<file path="config.mk">
export PLATFORM = sky130hd
export DESIGN_NAME = instr_fetch_unit_flat
export DESIGN_NICKNAME = d
export VERILOG_FILES = /design/src/rtl/pipe_pkg.sv /design/src/rtl/instr_fetch_unit_if.sv /design/src/rtl/if_fifo.sv /design/src/rtl/instr_fetch_unit.sv /design/src/flat_wrapper.sv
export SDC_FILE = /design/constraint.sdc
export NUM_CORES = 1
export LEC_CHECK = 0
export BUFFER_PORTS_ARGS = -buffer_cell sky130_fd_sc_hd__buf_2
export CORE_UTILIZATION = 47
export CTS_CLUSTER_DIAMETER = 50
export DETAILED_ROUTE_END_ITERATION = 6
export MAX_ROUTING_LAYER = met4
export PLACE_DENSITY = 0.67
export SYNTH_ARGS = -nofsm -noshare
export SYNTH_HDL_FRONTEND = slang
export SYNTH_SLANG_ARGS = --single-unit
</file>
<file path="constraint.sdc">
create_clock -name clk -period 4.7 [get_ports clk]
set_clock_uncertainty 0.1 [all_clocks]
set_input_delay 0.94 -clock clk [delete_from_list [all_inputs] [get_ports clk]]
set_output_delay 0.94 -clock clk [all_outputs]
set_load 0.01 [all_outputs]
</file>
<file path="src/rtl/pipe_pkg.sv">
// rtl/pipe_pkg.sv - shared pipeline constants: opcodes, instruction fields, fetch FSM states
package pipe_pkg;

  localparam logic [3:0] OP_NOP  = 4'h0;
  localparam logic [3:0] OP_ADD  = 4'h1;
  localparam logic [3:0] OP_SUB  = 4'h2;
  localparam logic [3:0] OP_AND  = 4'h3;
  localparam logic [3:0] OP_LOAD = 4'h4;
  localparam logic [3:0] OP_HALT = 4'hF;

  localparam int OP_HI  = 15;
  localparam int OP_LO  = 12;
  localparam int RD_HI  = 11;
  localparam int RD_LO  = 9;
  localparam int RS1_HI = 8;
  localparam int RS1_LO = 6;
  localparam int RS2_HI = 5;
  localparam int RS2_LO = 3;
  localparam int IMM_HI = 2;
  localparam int IMM_LO = 0;

  typedef logic [1:0] state_t;

  localparam state_t S_FETCH  = 2'd0;
  localparam state_t S_WAIT   = 2'd1;
  localparam state_t S_DRAIN  = 2'd2;
  localparam state_t S_HALTED = 2'd3;

  function automatic logic is_halt(input logic [15:0] instr);
    return instr[OP_HI:OP_LO] == OP_HALT;
  endfunction

endpackage

</file>
<file path="src/rtl/instr_fetch_unit_if.sv">
// rtl/instr_fetch_unit_if.sv - fetch unit bus: instruction memory, decode handoff, redirect
interface instr_fetch_unit_if #(
  parameter int PC_W    = 8,
  parameter int IMEM_AW = 4
);

  logic               imem_req;
  logic [IMEM_AW-1:0] imem_addr;
  logic               imem_ack;
  logic [15:0]        imem_rdata;

  logic               if_valid;
  logic [15:0]        if_instr;
  logic [PC_W-1:0]    if_pc;
  logic               id_ready;

  logic               redirect;
  logic [PC_W-1:0]    redirect_pc;
  logic               halted;

  modport master (
    output imem_req, imem_addr,
    input  imem_ack, imem_rdata,
    output if_valid, if_instr, if_pc, halted,
    input  id_ready, redirect, redirect_pc
  );

  modport slave (
    input  imem_req, imem_addr,
    output imem_ack, imem_rdata,
    input  if_valid, if_instr, if_pc, halted,
    output id_ready, redirect, redirect_pc
  );

endinterface

</file>
<file path="src/rtl/if_fifo.sv">
// rtl/if_fifo.sv - fetch buffer, synchronous FIFO with flush; head is combinational
module if_fifo #(
  parameter int DEPTH = 4,
  parameter int DW    = 24
) (
  input  logic                   clk,
  input  logic                   reset,
  input  logic                   flush,
  input  logic                   push,
  input  logic [DW-1:0]          push_data,
  input  logic                   pop,
  output logic [DW-1:0]          head_data,
  output logic [$clog2(DEPTH):0] count,
  output logic                   full,
  output logic                   empty
);

  localparam int AW = $clog2(DEPTH);
  localparam int CW = AW + 1;

  logic [DW-1:0] mem [DEPTH];
  logic [AW-1:0] wr_ptr_q, wr_ptr_d;
  logic [AW-1:0] rd_ptr_q, rd_ptr_d;
  logic [CW-1:0] count_q, count_d;
  logic          do_push, do_pop;

  assign empty = (count_q == '0);
  assign full  = (count_q == CW'(DEPTH));
  assign count = count_q;

  // Popping frees a slot in the same cycle, so a push at full is accepted alongside a pop
  assign do_pop  = pop && !empty && !flush;
  assign do_push = push && !flush && (!full || do_pop);

  // Masked while empty so stale entries never reach the decode stage
  assign head_data = empty ? '0 : mem[rd_ptr_q];

  always_comb begin
    wr_ptr_d = wr_ptr_q;
    rd_ptr_d = rd_ptr_q;
    count_d  = count_q;
    if (flush) begin
      wr_ptr_d = '0;
      rd_ptr_d = '0;
      count_d  = '0;
    end else begin
      if (do_push) wr_ptr_d = wr_ptr_q + AW'(1);
      if (do_pop)  rd_ptr_d = rd_ptr_q + AW'(1);
      case ({do_push, do_pop})
        2'b10:   count_d = count_q + CW'(1);
        2'b01:   count_d = count_q - CW'(1);
        default: count_d = count_q;
      endcase
    end
  end

  always_ff @(posedge clk or negedge reset) begin
    if (!reset) begin
      wr_ptr_q <= '0;
      rd_ptr_q <= '0;
      count_q  <= '0;
    end else begin
      wr_ptr_q <= wr_ptr_d;
      rd_ptr_q <= rd_ptr_d;
      count_q  <= count_d;
    end
  end

  always_ff @(posedge clk) begin
    if (do_push) mem[wr_ptr_q] <= push_data;
  end

endmodule

</file>
<file path="src/rtl/instr_fetch_unit.sv">
// rtl/instr_fetch_unit.sv - instruction fetch: one outstanding imem request, fetch buffer, redirect/halt
module instr_fetch_unit
  import pipe_pkg::*;
#(
  parameter int PC_W    = 8,
  parameter int IMEM_AW = 4,
  parameter int DEPTH   = 4
) (
  input logic                clk,
  input logic                reset,
  instr_fetch_unit_if.master bus
);

  localparam int CW = $clog2(DEPTH) + 1;
  localparam int DW = PC_W + 16;

  state_t             state_q, state_d;
  logic [PC_W-1:0]    pc_q, pc_d;
  logic               req_q, req_d;
  logic [IMEM_AW-1:0] addr_q, addr_d;

  logic               fifo_push, fifo_pop, fifo_flush;
  logic               fifo_full, fifo_empty;
  logic [CW-1:0]      fifo_count;
  logic [DW-1:0]      fifo_head;

  always_comb begin
    state_d    = state_q;
    pc_d       = pc_q;
    req_d      = req_q;
    addr_d     = addr_q;
    fifo_push  = 1'b0;
    fifo_flush = 1'b0;
    case (state_q)
      S_FETCH: begin
        if (bus.redirect) begin
          fifo_flush = 1'b1;
          pc_d       = bus.redirect_pc;
        end else if (fifo_count < CW'(DEPTH)) begin
          req_d   = 1'b1;
          addr_d  = pc_q[IMEM_AW-1:0];
          state_d = S_WAIT;
        end
      end
      S_WAIT: begin
        if (bus.redirect) begin
          fifo_flush = 1'b1;
          pc_d       = bus.redirect_pc;
          if (bus.imem_ack) begin
            req_d   = 1'b0;
            state_d = S_FETCH;
          end else begin
            state_d = S_DRAIN;
          end
        end else if (bus.imem_ack) begin
          fifo_push = !fifo_full || fifo_pop;
          pc_d      = pc_q + PC_W'(1);
          req_d     = 1'b0;
          state_d   = is_halt(bus.imem_rdata) ? S_HALTED : S_FETCH;
        end
      end
      S_DRAIN: begin
        if (bus.redirect) begin
          fifo_flush = 1'b1;
          pc_d       = bus.redirect_pc;
        end
        // The stale request completes regardless; leaving on its ack avoids holding req for a phantom fetch
        if (bus.imem_ack) begin
          req_d   = 1'b0;
          state_d = S_FETCH;
        end
      end
      S_HALTED: begin
        if (bus.redirect) begin
          fifo_flush = 1'b1;
          pc_d       = bus.redirect_pc;
          state_d    = S_FETCH;
        end
      end
      default: state_d = S_FETCH;
    endcase
  end

  always_ff @(posedge clk or negedge reset) begin
    if (!reset) begin
      state_q <= S_FETCH;
      pc_q    <= '0;
      req_q   <= 1'b0;
      addr_q  <= '0;
    end else begin
      state_q <= state_d;
      pc_q    <= pc_d;
      req_q   <= req_d;
      addr_q  <= addr_d;
    end
  end

  assign fifo_pop = !fifo_empty && bus.id_ready;

  if_fifo #(
    .DEPTH (DEPTH),
    .DW    (DW)
  ) u_if_fifo (
    .clk       (clk),
    .reset     (reset),
    .flush     (fifo_flush),
    .push      (fifo_push),
    .push_data ({pc_q, bus.imem_rdata}),
    .pop       (fifo_pop),
    .head_data (fifo_head),
    .count     (fifo_count),
    .full      (fifo_full),
    .empty     (fifo_empty)
  );

  assign bus.imem_req  = req_q;
  assign bus.imem_addr = addr_q;
  assign bus.if_valid  = !fifo_empty;
  assign bus.if_pc     = fifo_head[DW-1:16];
  assign bus.if_instr  = fifo_head[15:0];
  assign bus.halted    = (state_q == S_HALTED);

endmodule

</file>
<file path="src/flat_wrapper.sv">
// flat-port wrapper written by rule: the top's interface ports become plain ports
module instr_fetch_unit_flat import pipe_pkg::*;
#(
  parameter int PC_W    = 8,
  parameter int IMEM_AW = 4,
  parameter int DEPTH   = 4
)
  (clk, reset, bus_imem_req, bus_imem_addr, bus_imem_ack, bus_imem_rdata, bus_if_valid, bus_if_instr, bus_if_pc, bus_halted, bus_id_ready, bus_redirect, bus_redirect_pc);
  instr_fetch_unit_if #(.PC_W(PC_W), .IMEM_AW(IMEM_AW)) bus_i ();
  input logic clk;
  input logic reset;
  output wire logic [$bits(bus_i.imem_req)-1:0] bus_imem_req;
  output wire logic [$bits(bus_i.imem_addr)-1:0] bus_imem_addr;
  input wire logic [$bits(bus_i.imem_ack)-1:0] bus_imem_ack;
  input wire logic [$bits(bus_i.imem_rdata)-1:0] bus_imem_rdata;
  output wire logic [$bits(bus_i.if_valid)-1:0] bus_if_valid;
  output wire logic [$bits(bus_i.if_instr)-1:0] bus_if_instr;
  output wire logic [$bits(bus_i.if_pc)-1:0] bus_if_pc;
  output wire logic [$bits(bus_i.halted)-1:0] bus_halted;
  input wire logic [$bits(bus_i.id_ready)-1:0] bus_id_ready;
  input wire logic [$bits(bus_i.redirect)-1:0] bus_redirect;
  input wire logic [$bits(bus_i.redirect_pc)-1:0] bus_redirect_pc;
  assign bus_imem_req = bus_i.imem_req;
  assign bus_imem_addr = bus_i.imem_addr;
  assign bus_i.imem_ack = bus_imem_ack;
  assign bus_i.imem_rdata = bus_imem_rdata;
  assign bus_if_valid = bus_i.if_valid;
  assign bus_if_instr = bus_i.if_instr;
  assign bus_if_pc = bus_i.if_pc;
  assign bus_halted = bus_i.halted;
  assign bus_i.id_ready = bus_id_ready;
  assign bus_i.redirect = bus_redirect;
  assign bus_i.redirect_pc = bus_redirect_pc;
  instr_fetch_unit #(.PC_W(PC_W), .IMEM_AW(IMEM_AW), .DEPTH(DEPTH)) u_core (.clk(clk), .reset(reset), .bus(bus_i));
endmodule
</file>
==> metrics <==
status finished, final reports clean; WL met2 4.11 mm; largest area contributor in the netlist edfxtp_1; synthesized cell area between 0.004 and 0.005 mm^2; Core Util, Final about 58%; IO Pins 60; number of vias per cell 5.29; first-pass GRT wire length 13.8 mm; Crit path required time between 3 and 4 ns; # hold bufs at CTS 0; Max rail drop VDD between 0.0003 and 0.0004 V; YS warnings 0; Setup TNS Final 0 ns; DRC errors left 0; Final Max Tran Viols 0; syn_area_per_cell ~17 um^2; Non-Filler Instances ~500; clock buffer count from CTS 17; clock slew at reported path FFs approximately 0.050 ns; CP startpoint kind flip-flop; final setup fails 0; most common cell after layout, fill and taps aside edfxtp_1; Worst-Margin Slew roughly 1.3 ns; DR iter-0 viols 150; Post-CTS Resized 0; Post-DP HPWL approximately 5 mm; Syn Inst Count 285; RePlAce Congestion around 0.82; total length of routed wires ~8.5 mm; endpoints failing hold 0; met3 WL 412 um; Placed Cells 471; Pre-Repair DR Iteration Count 4; # rows 37; largest net degree at the start of global routing 33; worst hold slack 0.304 ns; clock sink count 118; top cells by area, synth edfxtp_1, dfrtp_1, mux4_2; # Post-CTS Setup Buffers 0; Initial Util 48.3%; DP Worst Slack about 1.5 ns; DR top layer met4; crit path capture type output pin; Port-buffer cells 59; syn nets about 330; # diodes 0; power density over cell area 513 mW/mm^2; Fmax 289 MHz; Multi-input gate area around 0.0014 mm^2; Rel. slew slack between 10% and 20%; Crit-path slowest cell dfrtp_2; fin area 0.00594 mm^2; Antenna Nets Post-Route 0; Die W roughly 100 um; worst path cell trace mux4_1 -> and2_1 -> buf_2; vias in the first global route roughly 2700; crit-path max cell delay between 0.9 and 1 ns; Core Area between 0.01 and 0.015 mm^2; cell area after placement 0.00537 mm^2; drt wl/cell ~17 um; sequential area share after synthesis 69.1%; layout cell share with drive strength beyond 1 between 30% and 40%; synthesized flop and latch total between 100 and 150; total power approximately 3.0 mW; worst skew pair latency a little over 0.5 ns; CP Max Fanout 26; Max-Cap Viols 0; Reg2Reg Setup Slack between 1.5 and 2 ns; area delta synth->final 19.6%; RSZ-0062 raised after global routing false; die area approximately 0.011 mm^2; root buf cell clkbuf_8; via count 2654; highest-count cells in the layout ignoring fill and taps edfxtp_1, buf_2, and2_1; number of distinct library cells after synthesis 36; Layout fillers 818; initial antenna violation count 0; Hold Path Class primary input to async pin; met1 WL between 3 and 4 mm; Crit Path Class flip-flop to output pin; fin crit share between 70% and 80%; Synth top area share 58.0%; gr ovfl total 0; P_leak around 2.2 nW; Die Ht 105 um; post-route setup slack 1.24 ns; nets@finish 395; FF+latch area between 0.003 and 0.004 mm^2; worst path arrival time between 2 and 2.5 ns; H-tree levels 4; Tot GR Track Use 17.7%; Final min period 3.46 ns; Max clock buf depth 2; CTS tree yes
-- power breakdown --
group	total [mW]	internal [mW]	switching (mW)	leakage, nW
registers	1.32	1.23	0.0861	1.14
logic	0.489	0.242	0.247	0.787
clock network	1.24	0.800	0.439	0.269
total	3.05	2.28	0.773	2.20
-- sequential cells by signal, indices dropped and copies added, names as in the netlist --
name,count
u_core.u_if_fifo.count,3
u_core.bus.imem_req,1
u_core.state_q,2
u_core.u_if_fifo.wr_ptr_q,2
u_core.pc_q,8
u_core.u_if_fifo.rd_ptr_q,2
u_core.u_if_fifo.mem,96
u_core.bus.imem_addr,4
-- critical path: cells and delay by family, from the launching register on --
family	cells	cell delay [ns]
multiplexers	1	0.68
buffers and inverters	1	0.13
AND/OR/NAND/NOR	1	0.17
flip-flops	1	0.92
-- cell type report --
| class | instances | area share [%] |
|---|---|---|
| repair buffers | 62 | 5.35 |
| inverters | 7 | 0.442 |
| well taps | 136 | 2.86 |
| flip-flops and latches | 118 | 57.8 |
| clock inverters | 13 | 2.63 |
| clock buffers | 18 | 7.04 |
| multi-input cells | 148 | 23.8 |
-- layer usage --
metal	vias up	GRT usage, %
met4	0	6.34
met1	1353	23.2
met5	-	-
met3	4	6.18
li1	1222	-
met2	75	25.9
-- path summary, 6_finish.rpt --
kind / start / endpoint / cells past startpoint
max: u_core.u_if_fifo.rd_ptr_q[0] / bus_if_instr[2] / 3
min: reset / u_core.bus.imem_addr[1] / 1
max reg2reg: u_core.u_if_fifo.count[2] / u_core.u_if_fifo.count[2] / 8
min reg2reg: u_core.bus.imem_addr[3] / u_core.bus.imem_addr[3] / 1
max in group asynchronous: reset / u_core.u_if_fifo.rd_ptr_q[0] / 1
min in group clk: u_core.bus.imem_addr[3] / u_core.bus.imem_addr[3] / 1
-- cells in the mapped netlist --
| cell type | count |
|---|---|
| a21oi_1 | 3 |
| a22o_1 | 1 |
| and2_1 | 28 |
| buf_1 | 1 |
| buf_12 | 2 |
| buf_2 | 5 |
| buf_6 | 1 |
| clkbuf_1 | 3 |
| dfrtp_1 | 22 |
| edfxtp_1 | 96 |
| fa_1 | 1 |
| ha_1 | 11 |
| inv_1 | 7 |
| mux2_2 | 5 |
| mux2i_1 | 2 |
| mux4_1 | 6 |
| mux4_2 | 18 |
| nand2_1 | 18 |
| nand2b_1 | 1 |
| nand3_1 | 2 |
| nand4_1 | 2 |
| nor2_1 | 8 |
| nor2b_4 | 1 |
| nor3_1 | 4 |
| nor3b_1 | 2 |
| nor4_1 | 2 |
| nor4_2 | 1 |
| nor4b_1 | 1 |
| o21ai_0 | 12 |
| o21ai_1 | 2 |
| o31ai_1 | 1 |
| o32a_1 | 1 |
| or2_2 | 1 |
| or3_1 | 2 |
| xnor2_1 | 7 |
| xor2_1 | 5 |
-- cells by family (layout without fill, tap and decap cells) --
| logic type | after synthesis | in the layout | synth area share, % |
|---|---|---|---|
| and+or+nand+nor | 73 | 73 | 8.11 |
| DFF | 118 | 118 | 69.1 |
| muxes | 31 | 31 | 12.9 |
| xor gates and xnor gates | 12 | 12 | 2.12 |
| buffers and inverters | 19 | 100 | 2.37 |
| AOI/OAI and AO/OA | 20 | 20 | 2.24 |
| adders and majority gates | 12 | 12 | 3.17 |
Note: power is estimated with default switching activity, not from simulation.
